`config.mk`:
```
export PLATFORM = sky130hd
export DESIGN_NAME = midi_note_decoder
export DESIGN_NICKNAME = d
export VERILOG_FILES = /design/src/rtl/midi_note_decoder.sv
export SDC_FILE = /design/constraint.sdc
export NUM_CORES = 1
export LEC_CHECK = 0
export ABC_CLOCK_PERIOD_IN_PS = 2500
export CAP_MARGIN = 15
export CORE_MARGIN = 4
export CORE_UTILIZATION = 30
export DETAILED_ROUTE_END_ITERATION = 6
export GPL_TIMING_DRIVEN = 0
export HOLD_SLACK_MARGIN = 0.15
export PLACE_DENSITY = 0.51
export SETUP_SLACK_MARGIN = 0.5
export SYNTH_ARGS = -nofsm -noshare
export SYNTH_HDL_FRONTEND = slang
export SYNTH_SLANG_ARGS = --single-unit
export TNS_END_PERCENT = 1
```
`constraint.sdc`:
```
create_clock -name clk -period 2.5 [get_ports clk]
set_input_delay 0.25 -clock clk [delete_from_list [all_inputs] [get_ports clk]]
set_output_delay 0.25 -clock clk [all_outputs]
set_load 0.1 [all_outputs]
```
`src/rtl/midi_note_decoder.sv`:
```
// midi_note_decoder: turns the received MIDI byte stream into note events
// (note_num, note_vel and one-ce-cycle note_on / note_off strobes) for the
// voice allocator. Decodes one channel, skips real-time, SysEx,
// system-common and non-note channel messages.
//
// Build option: define MIDI_RUNNING_STATUS_EN so that bare data pairs repeat
// the last channel message. Without it, every message needs its own status
// byte.
//
// state  | meaning
// -------+--------------------------------------------------------------
// IDLE   | no message type known, data bytes discarded
// D1     | waiting for first data byte (key / program / etc.)
// D2     | waiting for second data byte (velocity / value)
// SYSEX  | inside a system-exclusive dump, data bytes discarded

module midi_note_decoder #(
    parameter logic [3:0] CHANNEL = 4'd0
) (
    input  logic       clk,
    input  logic       rst_n,
    input  logic       ce,
    input  logic [7:0] rx_data,
    input  logic       rx_valid,
    output logic [6:0] note_num,
    output logic [6:0] note_vel,
    output logic       note_on,
    output logic       note_off
);

    localparam logic [1:0] ST_IDLE  = 2'd0;
    localparam logic [1:0] ST_D1    = 2'd1;
    localparam logic [1:0] ST_D2    = 2'd2;
    localparam logic [1:0] ST_SYSEX = 2'd3;

    // SKIP2 is the all-zero code so a cleared running status is harmless.
    localparam logic [1:0] RS_SKIP2    = 2'd0;
    localparam logic [1:0] RS_SKIP1    = 2'd1;
    localparam logic [1:0] RS_NOTE_OFF = 2'd2;
    localparam logic [1:0] RS_NOTE_ON  = 2'd3;

    logic [1:0] state_q, state_d;
    logic [1:0] rs_type_q, rs_type_d;
    logic [6:0] key_q, key_d;
    logic [6:0] note_num_q, note_num_d;
    logic [6:0] note_vel_q, note_vel_d;
    logic       note_on_q, note_on_d;
    logic       note_off_q, note_off_d;

    logic       is_status;
    logic       is_realtime;
    logic [1:0] status_type;
    logic [1:0] done_state;
    logic [1:0] done_rs_type;

    assign is_status   = rx_data[7];
    assign is_realtime = (rx_data >= 8'hF8);

    // Classify a channel-voice status byte into a running-status type.
    always_comb begin
        status_type = RS_SKIP2;
        if (rx_data[6:4] == 3'b000 && rx_data[3:0] == CHANNEL) begin
            status_type = RS_NOTE_OFF;
        end else if (rx_data[6:4] == 3'b001 && rx_data[3:0] == CHANNEL) begin
            status_type = RS_NOTE_ON;
        end else if (rx_data[6:4] == 3'b100 || rx_data[6:4] == 3'b101) begin
            status_type = RS_SKIP1;
        end
    end

    // Where a completed message leaves the parser.
`ifdef MIDI_RUNNING_STATUS_EN
    assign done_state   = ST_D1;
    assign done_rs_type = rs_type_q;
`else
    assign done_state   = ST_IDLE;
    assign done_rs_type = RS_SKIP2;
`endif

    // Byte parser and note event generation; everything holds while ce=0.
    always_comb begin
        state_d    = state_q;
        rs_type_d  = rs_type_q;
        key_d      = key_q;
        note_num_d = note_num_q;
        note_vel_d = note_vel_q;
        note_on_d  = note_on_q;
        note_off_d = note_off_q;

        if (ce) begin
            // Strobes last exactly one ce-cycle unless re-asserted below.
            note_on_d  = 1'b0;
            note_off_d = 1'b0;

            if (rx_valid && !is_realtime) begin
                if (is_status) begin
                    // Any status byte aborts a partial message first.
                    if (rx_data == 8'hF0) begin
                        state_d   = ST_SYSEX;
                        rs_type_d = RS_SKIP2;
                    end else if (rx_data[7:4] == 4'hF) begin
                        state_d   = ST_IDLE;
                        rs_type_d = RS_SKIP2;
                    end else begin
                        state_d   = ST_D1;
                        rs_type_d = status_type;
                    end
                end else begin
                    case (state_q)
                        ST_D1: begin
                            key_d = rx_data[6:0];
                            if (rs_type_q == RS_SKIP1) begin
                                state_d   = done_state;
                                rs_type_d = done_rs_type;
                            end else begin
                                state_d = ST_D2;
                            end
                        end
                        ST_D2: begin
                            state_d   = done_state;
                            rs_type_d = done_rs_type;
                            if (rs_type_q == RS_NOTE_ON || rs_type_q == RS_NOTE_OFF) begin
                                note_num_d = key_q;
                                note_vel_d = rx_data[6:0];
                                if (rs_type_q == RS_NOTE_ON && rx_data[6:0] != 7'd0) begin
                                    note_on_d = 1'b1;
                                end else begin
                                    note_off_d = 1'b1;
                                end
                            end
                        end
                        default: begin
                            state_d = state_q;
                        end
                    endcase
                end
            end
        end
    end

    // State and output registers.
    always_ff @(posedge clk or negedge rst_n) begin
        if (!rst_n) begin
            state_q    <= ST_IDLE;
            rs_type_q  <= RS_SKIP2;
            key_q      <= 7'd0;
            note_num_q <= 7'd0;
            note_vel_q <= 7'd0;
            note_on_q  <= 1'b0;
            note_off_q <= 1'b0;
        end else begin
            state_q    <= state_d;
            rs_type_q  <= rs_type_d;
            key_q      <= key_d;
            note_num_q <= note_num_d;
            note_vel_q <= note_vel_d;
            note_on_q  <= note_on_d;
            note_off_q <= note_off_d;
        end
    end

    assign note_num = note_num_q;
    assign note_vel = note_vel_q;
    assign note_on  = note_on_q;
    assign note_off = note_off_q;

endmodule
```
# Yosys cells after proc, flatten, opt, wreduce, memory -nomap -nowiden
# Index checks and enable logic that the tools add are counted.
# word_totals
register_bits	27
latchBits	0
ram_bits	0
rom_bits	0
inputBits	12
output_inout_bits	16
wordCells	58
memories	0
# classes
add_sub_neg	0
multipliers	0
div_mod_pow	0
magnitude_cmp	1
n_eq_ne	11
n_shift	0
mux	23
bitwise	1
n_reduce_logical	15
# op_table
operator	n
$mux 2	9
$mux 1	12
$eq 8x8->1 const B	1
$ge 8x8->1 const B	1
$pmux 2 s2	2
$reduce_and 4->1	2
$reduce_bool 7->1	1
$eq 2x2->1 const B	3
$eq 3x3->1 const B	2
$reduce_and 5->1	1
$eq 2x1->1 const B	2
$eq 4x4->1 const B	1
$logic_and 1x1->1	4
$logic_not 4->1	1
$eq 3x1->1 const B	1
$logic_not 3->1	1
$ne 3x3->1 const B	1
$reduce_and 3->1	1
$reduce_bool 3->1	1
$logic_or 1x1->1	2
$logic_not 1->1	1
$not 1->1	1

# Depth between registers and ports, before layout
# depth
ltp_word	8
ltp_mapped	5
mapped_depth_nobuf	4

# Worst setup path after synthesis
# No wires, ideal clock.
# synth_timing
path_kind	register -> register
start	register state_q[0]
end	register note_num_q[0] (netlist: note_num[0])
setup_ps	125
arrival_time_ps	1336
required_ps	2375
setup_slack_ps	1039
stages_incl_launch_ff	6
n_path_buf	1
period_less_slack_ps	1461
cell_sequence	dfrtp_1 -> or2_1 -> nor2_2 -> nand3_4 -> buf_6 -> mux2_4
# synth_between
elab_chain_cells	2
# synth_lines
element	line	source
from (decl)	42	logic [1:0] state_q, state_d;
from (signal assigned)	152	state_q <= state_d;
$eq 2x2->1	109	case (state_q)
$reduce_and 5->1 (no source line)	-	
to (signal assigned)	155	note_num_q <= note_num_d;
to (decl)	45	logic [6:0] note_num_q, note_num_d;
# No other way between the ends.
# A chain may end at the register's enable or synchronous reset.

# Worst setup path in the final report
# layout_timing
start	register note_vel_q[2] (netlist: note_vel[2])
end	output note_vel[2]
# layout_lines
element	line	source
from (decl)	46	logic [6:0] note_vel_q, note_vel_d;
from (signal assigned)	156	note_vel_q <= note_vel_d;
to (decl)	26	output logic [6:0] note_vel,
# No word-level cell between the ends.

==> impl_metrics.ini <==
[sta]
finalSetupTns_ps = 0
hold_viol = 0
finalCritPeriodShare = 0.811
setup_viol = 0
max_freq_mhz = 493
maxSlewViolCount = 0
finalWorstSetupSlack_ps = 472
tightest_slew_ps = 970
fin_hold_ws_ps = 360
skew_ps = 1.89
layout_min_cycle_time_ps = 2030
rsz0062_at_grt = yes
slew_headroom = 0.351

[cts]
clkSinkCount = 27
clock_latency_ps = 280
tritoncts = done
clockBufferDepth = 2
cts-root-buf = clkbuf_8
cts_buffers = 3
clk_pin_slew_ps = 90
htree_levels = 1
ctsHoldBuffers = 0

[critical_path]
required_ps = 2250
cp.depth = 1
reg2reg_depth = 5
reg2reg_from = state_q[0]
end_kind = output pin
r2r_slack_ps = 930
startpoint = note_vel[2]
r2r-end = note_num[0]
crit_arrival_ps = 1780
cp_top_family = buffers and inverters
start_kind = flip-flop
critPathMaxFanout = 2
critPathSlowestCell = clkdlybuf4s50_1
path_cells = clkdlybuf4s50_1
critical_path_class = reg -> out
max_stage_delay_ps = 1130
path_buf_inv = 1

[finish]
nFillCells = 360
multi_input_area_um2 = 500
final_cell_mix = 27 x dfrtp_1, 25 x clkdlybuf4s50_1, 14 x mux2_2, 9 x mux2_4, 4 x a21oi_1
final_nets = 124
regArea_um2 = 676
area_growth_pct = 34.1
layout_commonest_cell = dfrtp_1
drive_gt1_frac = 0.333
antenna_cells = 0

[route]
drc_errors = 0
drtIter0Drc = 19
vias = 772
routed_via_density = 4.86
drt_first_pass_iters = 4
ant_nets = 0
wl_mm = 2.34
avgRoutedWirePerCell_um = 14.7

[yosys]
ys_ff_latch = 27
synthArstFlopShare = 1.00
synth_cell_types = 25
synth_area_um2 = 1190
synth_edf_count = 0
synth_nets = 91
synth_ff_type = dfrtp_1
yosysSeqAreaShare = 0.565
yosysWarningCount = 0
syn_avg_cell_area_um2 = 15.1
postSynthCellCount = 79

[die]
coreArea_um2 = 3740
die_w_um = 71.1
row_count = 22
initial_utilization = 0.319
die-height_um = 71.1
ios = 28
dieArea_um2 = 5060

[flow_run]
drv_cap = 0

[power]
p_per_area_nw_per_um2 = 597
leakage_uw = 0.000739
vdd.ir_drop.worst_mv = 0.207

[placement]
port_buffers = 27
post-dp-hpwl_mm = 1.74
pre_cts_ws_ps = 453
gp_congestion = 0.773

[outcome]
outcome = finished, final reports clean

[global_route]
gr-usage-all-layers = 0.102
grt_pass1_vias = 822
grt_start_max_net_pins = 17
grt_pass1_wl_mm = 4.07
overflow = 0
antenna_found_initial = 0

[worst_hold_path]
min_path_type = in -> async
## layer usage
| layer | wire length (µm) | part of all wire | GRT usage | up-vias |
|---|---|---|---|---|
| met5 | 0 | 0 | 0 | - |
| met4 | 29 | 0.012 | 0.0313 | 0 |
| met3 | 146 | 0.062 | 0.0313 | 4 |
| met2 | 991 | 0.42 | 0.142 | 27 |
| met1 | 1180 | 0.50 | 0.150 | 386 |
| li1 | - | - | - | 355 |
## timing repair
item	in CTS	in global routing
cloned	0	0
setup endpoints to repair	16	15
buffers inserted	0	0
pin swaps	0	0
resized for setup	1	1
## worst reg2reg max path, stage by stage (launching register included)
cell,delay [ps]
dfrtp_1,420
or2_1,250
nor2_2,150
nand3_4,140
buf_6,200
mux2_4,300
## cells by family after synthesis
group | synth area share
flops | 0.565
compound gates | 0.0660
buf+inv | 0.0157
mux | 0.245
simple gates | 0.108
## flip-flops by register name, indices dropped and copies added (netlist names)
name       flops
rs_type_q      2
note_num       7
key_q          7
note_off       1
note_on        1
note_vel       7
state_q        2
## area by class of cell
| type | instances | area share |
|---|---|---|
| multi-input cells | 49 | 0.312 |
| inverters | 2 | 0.00468 |
| flip-flops and latches | 27 | 0.422 |
| repair buffers | 28 | 0.187 |
| clock buffers | 3 | 0.0258 |
| well taps | 48 | 0.0375 |
| plain buffers | 1 | 0.00703 |
| clock inverters | 1 | 0.00468 |
## Yosys cell counts, types with 2 or more instances
library cell,n,area share
nand2_1,3,0.0094
mux2_2,14,0.13
dfrtp_1,27,0.57
nor2_1,2,0.0063
inv_1,2,0.0063
a21oi_1,4,0.017
mux2_4,9,0.11
## stage by stage
step                      cells   util  area, µm²  total power (µW)
after floorplan              79      -       1190               645
after global placement      154  0.407       1530               702
after detailed placement    155  0.415       1550               714
after CTS                   159  0.427       1600               973
after global routing        159  0.428       1600              1010
final                       159  0.428       1600               957
## worst max path at each step
stage	endpoint	slack [ps]
after floorplan	note_num[0]	1040
after global placement	key_q[2]	470
after detailed placement	rs_type_q[1]	450
after CTS	note_vel[3]	440
after global routing	note_num[2]	410
final	note_vel[2]	470
## power by group
part           switching, µW  internal (µW)  total, µW
clock network            143            113        257
registers               41.1            500        541
logic                   72.8           87.1        160
total                    257            700        957
Note: power is estimated with default switching activity, not from simulation.
